**src/rtl/ps2_host_tx.sv**
```systemverilog
`default_nettype none
// ============================================================================
// Module   : ps2_host_tx
// Purpose  : PS/2 host-to-device command transmitter with ACK check and timeout.
// Revision : 1.0 - initial release
// ============================================================================
module ps2_host_tx #(
    parameter int INHIBIT_CYCLES = 10000,
    parameter int RTS_CYCLES     = 20,
    parameter int TIMEOUT_CYCLES = 1500000
) (
    input  logic       clk,
    input  logic       rst,
    input  logic [7:0] tx_data,
    input  logic       tx_valid,
    output logic       tx_ready,
    output logic       busy,
    output logic       done,
    output logic       err,
    input  logic       ps2_clk_i,
    input  logic       ps2_data_i,
    output logic       ps2_clk_oe,
    output logic       ps2_data_oe
);

    localparam int c_MAX_A = (INHIBIT_CYCLES > RTS_CYCLES) ? INHIBIT_CYCLES : RTS_CYCLES;
    localparam int c_MAX   = (c_MAX_A > TIMEOUT_CYCLES) ? c_MAX_A : TIMEOUT_CYCLES;
    localparam int c_CW    = $clog2(c_MAX + 1);

    localparam logic [c_CW-1:0] c_INH_LAST = c_CW'(INHIBIT_CYCLES - 1);
    localparam logic [c_CW-1:0] c_RTS_LAST = c_CW'(RTS_CYCLES - 1);
    localparam logic [c_CW-1:0] c_TO_LAST  = c_CW'(TIMEOUT_CYCLES - 1);

    typedef enum logic [2:0] {
        S_IDLE      = 3'd0,
        S_INHIBIT   = 3'd1,
        S_RTS       = 3'd2,
        S_SEND      = 3'd3,
        S_WAIT_IDLE = 3'd4
    } state_t;

    state_t          r_state;
    logic [c_CW-1:0] r_cnt;
    logic [3:0]      r_bitcnt;
    logic [8:0]      r_shreg;
    logic            r_ack;
    logic            r_clk_meta;
    logic            r_clk_s;
    logic            r_clk_prev;
    logic            r_data_meta;
    logic            r_data_s;
    logic            r_tx_ready;
    logic            r_busy;
    logic            r_done;
    logic            r_err;
    logic            r_clk_oe;
    logic            r_data_oe;
    logic            w_fall;

    assign w_fall = r_clk_prev & ~r_clk_s;

    always_ff @(posedge clk) begin
        if (rst) begin
            r_state     <= S_IDLE;
            r_cnt       <= '0;
            r_bitcnt    <= '0;
            r_shreg     <= '0;
            r_ack       <= 1'b0;
            r_clk_meta  <= 1'b0;
            r_clk_s     <= 1'b0;
            r_clk_prev  <= 1'b0;
            r_data_meta <= 1'b0;
            r_data_s    <= 1'b0;
            r_tx_ready  <= 1'b1;
            r_busy      <= 1'b0;
            r_done      <= 1'b0;
            r_err       <= 1'b0;
            r_clk_oe    <= 1'b0;
            r_data_oe   <= 1'b0;
        end else begin
            r_clk_meta  <= ps2_clk_i;
            r_clk_s     <= r_clk_meta;
            r_clk_prev  <= r_clk_s;
            r_data_meta <= ps2_data_i;
            r_data_s    <= r_data_meta;
            r_done      <= 1'b0;
            r_err       <= 1'b0;

            case (r_state)
                S_IDLE: begin
                    if (tx_valid && r_tx_ready) begin
                        // Bit 8 carries odd parity over the command byte.
                        r_shreg    <= {~^tx_data, tx_data};
                        r_cnt      <= '0;
                        r_clk_oe   <= 1'b1;
                        r_data_oe  <= 1'b0;
                        r_tx_ready <= 1'b0;
                        r_busy     <= 1'b1;
                        r_state    <= S_INHIBIT;
                    end else begin
                        r_tx_ready <= 1'b1;
                        r_busy     <= 1'b0;
                    end
                end

                S_INHIBIT: begin
                    if (r_cnt == c_INH_LAST) begin
                        r_cnt     <= '0;
                        r_data_oe <= 1'b1;
                        r_state   <= S_RTS;
                    end else begin
                        r_cnt <= r_cnt + c_CW'(1);
                    end
                end

                S_RTS: begin
                    if (r_cnt == c_RTS_LAST) begin
                        r_cnt    <= '0;
                        r_bitcnt <= '0;
                        r_clk_oe <= 1'b0;
                        r_state  <= S_SEND;
                    end else begin
                        r_cnt <= r_cnt + c_CW'(1);
                    end
                end

                S_SEND: begin
                    if (r_cnt == c_TO_LAST) begin
                        r_data_oe <= 1'b0;
                        r_err     <= 1'b1;
                        r_busy    <= 1'b0;
                        r_state   <= S_IDLE;
                    end else begin
                        r_cnt <= r_cnt + c_CW'(1);
                        if (w_fall) begin
                            // Device samples on its rising edge, so update right after each fall.
                            if (r_bitcnt <= 4'd8) begin
                                r_data_oe <= ~r_shreg[r_bitcnt];
                            end else if (r_bitcnt == 4'd9) begin
                                r_data_oe <= 1'b0;
                            end else begin
                                r_ack   <= ~r_data_s;
                                r_state <= S_WAIT_IDLE;
                            end
                            r_bitcnt <= r_bitcnt + 4'd1;
                        end
                    end
                end

                S_WAIT_IDLE: begin
                    r_clk_oe  <= 1'b0;
                    r_data_oe <= 1'b0;
                    if (r_cnt == c_TO_LAST) begin
                        r_err   <= 1'b1;
                        r_busy  <= 1'b0;
                        r_state <= S_IDLE;
                    end else begin
                        r_cnt <= r_cnt + c_CW'(1);
                        if (r_clk_s && r_data_s) begin
                            r_done  <= r_ack;
                            r_err   <= ~r_ack;
                            r_busy  <= 1'b0;
                            r_state <= S_IDLE;
                        end
                    end
                end

                default: begin
                    r_clk_oe  <= 1'b0;
                    r_data_oe <= 1'b0;
                    r_busy    <= 1'b0;
                    r_state   <= S_IDLE;
                end
            endcase
        end
    end

    assign tx_ready    = r_tx_ready;
    assign busy        = r_busy;
    assign done        = r_done;
    assign err         = r_err;
    assign ps2_clk_oe  = r_clk_oe;
    assign ps2_data_oe = r_data_oe;

endmodule
`default_nettype wire

```
**config.mk**
```make
export PLATFORM = sky130hd
export DESIGN_NAME = ps2_host_tx
export DESIGN_NICKNAME = d
export VERILOG_FILES = /design/src/rtl/ps2_host_tx.sv
export SDC_FILE = /design/constraint.sdc
export NUM_CORES = 1
export LEC_CHECK = 0
export ABC_CLOCK_PERIOD_IN_PS = 2660
export BUFFER_PORTS_ARGS = -buffer_cell sky130_fd_sc_hd__buf_2
export CAP_MARGIN = 40
export CELL_PAD_IN_SITES_DETAIL_PLACEMENT = 2
export CELL_PAD_IN_SITES_GLOBAL_PLACEMENT = 2
export CORE_MARGIN = 10
export CORE_UTILIZATION = 36
export CTS_CLUSTER_DIAMETER = 120
export DETAILED_ROUTE_END_ITERATION = 10
export PLACE_DENSITY = 0.87
export SYNTH_ARGS = -nofsm -noshare
export SYNTH_HDL_FRONTEND = slang
export SYNTH_SLANG_ARGS = --single-unit
```
**constraint.sdc**
```tcl
create_clock -name clk -period 2.66 [get_ports clk]
set_input_delay 0.798 -clock clk [delete_from_list [all_inputs] [get_ports clk]]
set_output_delay 0.798 -clock clk [all_outputs]
set_load 0.01 [all_outputs]
```
After elaboration in Yosys (flattened, before gate mapping)
Cells that the tools add are included.
{ "classes": {"n_lt_le_gt_ge": 2, "n_eq_ne": 20, "bitwise_logic": 13, "muxes": 41, "addsub": 2, "n_reduce_logical": 18} }
{ "op_table": {"columns": ["cell", "n"], "rows": [
  ["2-to-1 mux 21 bit", 4],
  ["case mux 21 bit (4 select lines)", 1],
  ["2-to-1 mux 3 bit", 9],
  ["adder 21 x 1 -> 21 bit, second input constant", 1],
  ["equality test 21 x 14 -> 1 bit, second input constant", 1],
  ["equality test 21 bit, second input constant", 1],
  ["equality test 21 x 5 -> 1 bit, second input constant", 1],
  ["2-to-1 mux 1 bit", 17],
  ["case mux 3 bit (5 select lines)", 1],
  ["!= test 2 bit, second input constant", 7],
  ["2-to-1 mux 4 bit", 3],
  ["!= test 3 bit, second input constant", 4],
  ["inverter 1 bit", 12],
  ["AND reduction 5 bit", 2],
  ["AND reduction 3 bit", 3],
  ["case mux 1 bit (4 select lines)", 2],
  ["case mux 4 bit (2 select lines)", 1],
  ["XNOR reduction 8 bit", 1],
  ["AND reduction 7 bit", 1],
  ["equality test 3 x 2 -> 1 bit, second input constant", 2],
  ["OR reduction 2 bit", 3],
  ["less-than comparator 4 x 5 -> 1 bit, second input constant", 1],
  ["adder 4 x 1 -> 4 bit, second input constant", 1],
  ["binary-select mux 1 bit (select 4 bit)", 1],
  ["15 further kinds", 16]
]} }
{ "word_totals": {"word_cells": 112, "out_inout_bits": 6, "regBits": 49} }

Longest topological paths before layout
Gate-level depths: netlist of the first run.
{ "depth": {"word_depth": 7, "ltp_mapped": 8} }

Worst setup path after synthesis of the first run
No wires, ideal clock.
{ "synth_path": {"path_type": "input-to-reg", "startpoint": "in tx_valid", "endpoint": "reg r_cnt[7]", "path_buffers": 1, "path_slack_ps": 644, "required_ps": 2586, "t_arrival_ps": 1942, "setup_ps": 74, "path_stages": 7, "path_cell_list": "a2111oi_1 > a21oi_2 > inv_2 > o21a_4 > buf_6 > nand2_1 > a31oi_1"} }
{ "synth_between": {"elab_chain_len": 3} }
{ "synth_rtl": {"columns": ["item", "line", "source"], "rows": [
  ["start, declared", "15", "input logic tx_valid,"],
  ["logical AND 1 bit", "91", "if (tx_valid && r_tx_ready) begin"],
  ["!= test 2 bit (no source line)", null, null],
  ["AND reduction 3 bit (no source line)", null, null],
  ["end signal, assigned", "112", "r_cnt <= r_cnt + c_CW'(1);"],
  ["end signal, assigned", "123", "r_cnt <= r_cnt + c_CW'(1);"],
  ["end signal, assigned", "134", "r_cnt <= r_cnt + c_CW'(1);"],
  ["end, declared", "43", "logic [c_CW-1:0] r_cnt;"]
]} }
No other way between the ends.
A chain may end at the register's enable or synchronous reset.

Final worst setup path of the first run
{ "layout_path": {"startpoint": "reg r_cnt[0]", "endpoint": "reg r_cnt[19]"} }
{ "layout_between": {"elab_chain_len": 3, "elab_cells_between_ends": 10, "cone_classes": "add/sub (1); eq/ne (4); mux (4); reduce/logical (1)"} }
{ "layout_rtl": {"columns": ["item", "line"], "rows": [
  ["adder 21 x 1 -> 21 bit, or another cell as far along", null],
  ["2-to-1 mux 21 bit, or another cell as far along", "128, 153"],
  ["case mux 21 bit (4 select lines) / AND reduction 3 bit (equally long branches)", null]
]} }
Several ways; a longest one is shown, not always the timed one. The select of a mux whose other input is x is not followed.

==> results of run 1 <==
==> metrics by stage <==
stage               util (%)  total power, mW  setup WS [ns]
floorplan                  -            1.390         0.6436
finish                 41.31            2.180         0.2298
global placement       39.71            1.584         0.3434
global route           41.31            2.298       0.002515
CTS                    41.31            2.199         0.2247
detailed placement     39.71            1.626         0.2851
==> cells in the final DEF (no fill, tap or decap), drive strengths merged, types with 5 or more instances in the layout <==
cell	netlist	final
nand4	7	7
nor2b	8	8
dfxtp	49	49
o21ai	9	9
xnor2	10	10
and3	8	8
or2	7	7
a21oi	22	22
nor3	8	8
a31oi	8	8
clkbuf	7	7
nand3	24	24
nand2	59	59
inv	9	9
nor2	30	30
nor4	5	5
xor2	6	6
buf	9	24
==> cell families after synthesis <==
| logic type | after synthesis |
|---|---|
| simple gates | 171 |
| compound gates | 65 |
| flops | 49 |
| buf+inv | 25 |
| xor+xnor | 16 |
| fa+ha+maj | 4 |
| mux | 3 |
==> metal layers <==
| layer | track usage [%] | wire [um] | vias to the layer above |
|---|---|---|---|
| met2 | 27.08 | 4411 | 19 |
| met3 | 2.717 | 165 | 10 |
| met1 | 19.09 | 3948 | 1294 |
| met5 | 0 | 0 | - |
| met4 | 3.965 | 87 | 0 |
| li1 | - | - | 1210 |
==> registers in the layout, indices dropped and copies added, names as in the netlist <==
register,flops
err,1
r_data_s,1
r_ack,1
r_state,3
r_cnt,21
r_clk_prev,1
tx_ready,1
r_clk_meta,1
ps2_clk_oe,1
r_shreg,9
ps2_data_oe,1
r_data_meta,1
r_clk_s,1
r_bitcnt,4
done,1
busy,1
==> critical path: stages (launching register included) <==
cell and delay, ns:
dfxtp_1 0.40, ha_1 0.29, nor4b_4 0.34, nand2_2 0.13, o41ai_1 0.40, o211ai_1 0.20, buf_12 0.20, o21ai_4 0.26
nor2_1 0.08
==> final timing paths <==
path,cells after the start,startpoint,slack [ns],endpoint
setup / recovery,8,r_cnt[0]$_SDFFE_PP0P_,0.23,r_cnt[19]$_SDFFE_PP0P_
setup reg to reg,8,r_cnt[0]$_SDFFE_PP0P_,0.23,r_cnt[19]$_SDFFE_PP0P_
hold / removal,1,r_clk_meta$_SDFF_PP0_,0.46,r_clk_s$_SDFF_PP0_
hold reg to reg,1,r_clk_meta$_SDFF_PP0_,0.46,r_clk_s$_SDFF_PP0_
==> report_power, final <==
group          switching [mW]  internal (mW)
Combinational           0.489          0.258
Sequential             0.0689          0.799
Clock                   0.257          0.307
Total                   0.815           1.36
==> area by class of cell <==
class | instances | area share (%)
sequential | 49 | 32.73
tap | 99 | 4.134
clock inverter | 1 | 1.002
timing repair buffer | 24 | 4.927
clock buffer | 7 | 2.881
inverter | 9 | 1.127
multi-input combinational | 259 | 53.19
==> reports/results.ini, run 1 <==
[place]
placed_cell_area_um2 = 2880
placed_cells = 440
hpwl_um = 6239
gp_congestion = 0.8774
port_buffers = 18

[drt]
via_count = 2533
drtAntennaViolNets = 0
drc = 0
routed_wl_um = 8612
viasPerCell = 5.654
drt_iter0_markers = 85
drt_first_pass_iters = 4
routedWlPerCell_um = 19.22

[global_route]
grt_pass1_wl_um = 14550
grt_max_degree = 22
overflow = 0
antenna_found_initial = 0
grt_usage_pct = 15.47
grt_pass1_vias = 2709

[synth]
ys_seq_area_share_pct = 36.50
synthMuxAreaShare_pct = 2.095
synth_top_area_share_pct = 36.50
syn_inst = 333
syn_area_um2 = 2688
synth_nets = 350
ys_ff_latch = 49
synth-edff-count = 0
synth_top_cells_by_area = dfxtp_1, nand2_1, nand3_1
synth_compound_area_share_pct = 18.02
yosys_most_used_dff = dfxtp_1
synth.distinct_cells = 63
synth-simple-area-share_pct = 32.12
ys_async_sr_fraction_pct = 0
yosys-top-cells-count = nand2_1, dfxtp_1, nor2_1
synth_xor_area_share_pct = 5.214
synth.yosys.warnings = 0
synthAdderAreaFrac_pct = 1.862
synth_most_common_cell = nand2_1
synth_largest_area_cell = dfxtp_1
syn_area_per_cell_um2 = 8.071
synth_top_family_by_area = simple AND/OR/NAND/NOR gates

[finish]
syn_to_final_growth_pct = 11.50
n_antenna_cell = 0
multi_input_area_um2 = 1594
fin_area_um2 = 2997
drive_gt1_share_pct = 15.19
final_net_count = 365
fillers = 852
stdcell_count = 448
seq_area_um2 = 980.9

[sta]
slew_headroom_pct = 57.55
final.min_clock_period_ns = 2.430
maxSlewViolCount = 0
fin_tns_setup_ns = 0
rsz0062_at_grt = no
fmax_mhz = 411.5
hold_viol_final = 0
hold_ws_ns = 0.4579
tightest_slew_ns = 0.6344
fin_skew_ns = 0.008164
fin_crit_sh_pct = 91.36
setup_viol = 0

[clocking]
cts_root_buf = clkbuf_8
cts_inserted_buffers = 5
clock_latency_ns = 0.31
clkSlewWorstSetupHoldPaths_ns = 0.10
h-tree-depth = 2
cts_tree = done
cts.sinks = 49
cts_resized = 0
post_cts_buffers = 0
clockBufferDepth = 2
ctsHoldBuffers = 0

[setup_path]
cp-end-kind = flip-flop
required_ns = 2.85
crit_type = reg -> reg
path_max_fanout = 21
start_kind = flip-flop
cp.arrival_ns = 2.62

[die]
die_w_um = 106.4
std_cell_rows = 31
ios = 19
start_util_pct = 37.05
dieArea_um2 = 11320
die_h_um = 106.4
core_area_um2 = 7253

[pwr]
ir_worst_vdd_v = 0.0002147
leakage_nw = 1.028
power.density_nw_per_um2 = 727.3

[worst_hold_path]
hold_class = reg -> reg

[outcome]
status = complete, no violations

[flow_run]
maxCapViolCount = 0

Note: power is estimated with default switching activity, not from simulation.
==> run 2: changes to the inputs <==
Settings changed: GPL_TIMING_DRIVEN from default to 0, SKIP_LAST_GASP from default to 1.
==> run 2 against run 1 <==
Against the previous run:
- non-clock buffer count up 9
- first-iteration DRC count up 42%
- clock power rose by 0.7%
- clock skew up 0.0034 ns
- register-to-register slack got worse by 0.06 ns
- critical path type unchanged
- critical endpoint is now r_state[0]$_SDFFE_PP0P_
- largest cell class unchanged
- highest routed layer unchanged
==> reports/results.ini, run 2 (synthesis gave the netlist of run 1 again) <==
[finish]
reg_top3 = r_cnt x21, r_shreg x9, r_bitcnt x4
final_cell_mix = nand2_1, dfxtp_1, nor2_1, nand3_1, buf_2
regMostFlops = r_cnt
fin_area_um2 = 3027
multi_input_area_um2 = 1608
final_net_count = 374
drive_gt1_share_pct = 15.64
largest_register_ff_count = 21
n_antenna_cell = 0
final_common_cell = nand2_1
syn_to_final_growth_pct = 12.62
stdcell_count = 457
fillers = 866
seq_area_um2 = 980.9
fin_util_pct = 41.73

[place]
hpwl_um = 6691
port_buffers = 17
placed_cells = 449
dp_slack_ns = 0.1431
placed_cell_area_um2 = 2897
gp_congestion = 0.8152

[worst_hold_path]
hold_depth = 1
hold_class = reg -> reg

[clocking]
cts_root_buf = clkbuf_8
clockBufferDepth = 2
clkSlewWorstSetupHoldPaths_ns = 0.10
cts_inserted_buffers = 5
cts.sinks = 49
clock_latency_ns = 0.31
cts_tree = done
post_cts_buffers = 0
h-tree-depth = 2

[drt]
drt_iter0_markers = 121
drtAntennaViolNets = 0
routedWlPerCell_um = 20.23
wl_met1_um = 3936
viasPerCell = 5.639
met2_length_um = 4863
highest_layer = met4
drc = 0
routed_wl_um = 9246
dr_wl_met3_um = 256
drt_first_pass_iters = 4
via_count = 2577

[sta]
fin_tns_setup_ns = 0
fin_crit_sh_pct = 93.49
slew_headroom_pct = 46.19
final.min_clock_period_ns = 2.487
hold_viol_final = 0
fin_skew_ns = 0.01153
tightest_slew_ns = 0.7998
fmax_mhz = 402.1
rsz0062_at_grt = no
layout_setup_ws_ns = 0.1732
maxSlewViolCount = 0
setup_viol = 0

[setup_path]
path_max_fanout = 5
reg2reg_depth = 7
cp.arrival_ns = 2.73
crit_path_max_incr_delay_ns = 0.49
crit_path_frequent_cell = nand4_1
cp-end-kind = flip-flop
crit_type = reg -> reg
start_kind = flip-flop
required_ns = 2.91
cp_slowest_cell = o41ai_1
crit_chain = ha_1, nor4b_4, nand4_1, o41ai_1, nand4_1, or2_1, a21oi_1

[global_route]
overflow = 0
grt_pass1_vias = 2880
grt_usage_pct = 16.33
antenna_found_initial = 0
grt_pass1_wl_um = 14970
grt_max_degree = 15

[pwr]
power.density_nw_per_um2 = 734.7
pwr-share-clk_pct = 25.5
sw_frac_of_total_pct = 38.86
leakage_nw = 1.043
ir_worst_vdd_v = 0.0002318
pwr-share-seq_pct = 37.8
p_int_mw = 1.360
pwr-share-comb_pct = 36.7
power.switching_uw = 864.1

[die]
die_h_um = 106.4
die_w_um = 106.4
core_area_um2 = 7253
start_util_pct = 37.05
ios = 19
std_cell_rows = 31
dieArea_um2 = 11320

[flow_run]
maxCapViolCount = 0

[outcome]
status = complete, no violations

-- run 2: cell count changes in the layout (fill, tap and decap cells not counted), sizes merged --
cell / delta
buf: +2
clkbuf: +7
-- run 2: routing by layer --
layer | GRT usage (%) | vias to the layer above
li1 | - | 1229
met1 | 18.26 | 1293
met2 | 30.17 | 38
met3 | 2.778 | 17
met4 | 5.996 | 0
met5 | 0 | -
-- run 2: path summary, 6_finish.rpt --
path                                             from                 endpoint  slack (ns)
worst max-delay path            r_cnt[0]$_SDFFE_PP0P_  r_state[0]$_SDFFE_PP0P_        0.17
worst min register to register  r_clk_meta$_SDFF_PP0_       r_clk_s$_SDFF_PP0_        0.45
worst max register to register  r_cnt[0]$_SDFFE_PP0P_  r_state[0]$_SDFFE_PP0P_        0.17
worst min-delay path            r_clk_meta$_SDFF_PP0_       r_clk_s$_SDFF_PP0_        0.45
-- run 2: what timing repair did --
action,4_1_cts,5_1_grt
resized for setup,0,2
endpoints found under the setup margin,0,9
hold buffers,0,0
-- run 2: layout make-up --
type | instances | share of cell area (%)
multi-input combinational | 259 | 53.12
sequential | 49 | 32.41
tap | 99 | 4.093
clock buffer | 7 | 2.852
timing repair buffer | 17 | 2.811
buffer | 16 | 2.604
inverter | 9 | 1.116
clock inverter | 1 | 0.9921
-- run 2: power groups by stage --
stage | logic, mW | clock network (mW) | registers (mW)
6_report | 0.816 | 0.568 | 0.840
5_1_grt | 0.886 | 0.611 | 0.848
3_5_place_dp | 0.792 | 0 | 0.856
4_1_cts | 0.809 | 0.582 | 0.840
3_3_place_gp | 0.749 | 0 | 0.851
2_1_floorplan | 0.538 | 0 | 0.851
-- run 2: stage by stage --
step,total power [mW],hold WS (ns)
after floorplan,1.390,0.4138
after global placement,1.600,0.4212
after detailed placement,1.648,0.4323
after CTS,2.231,0.4549
after global routing,2.344,0.4635
final,2.224,0.4511
-- run 2: worst max-delay path, delay by kind of cell (launching register included) --
| family | cells | cell delay, ns |
|---|---|---|
| adder cells (fa/ha/maj) | 1 | 0.27 |
| flip-flops | 1 | 0.41 |
| AND/OR/NAND/NOR | 4 | 1.14 |
| AO/OA/AOI/OAI | 2 | 0.60 |
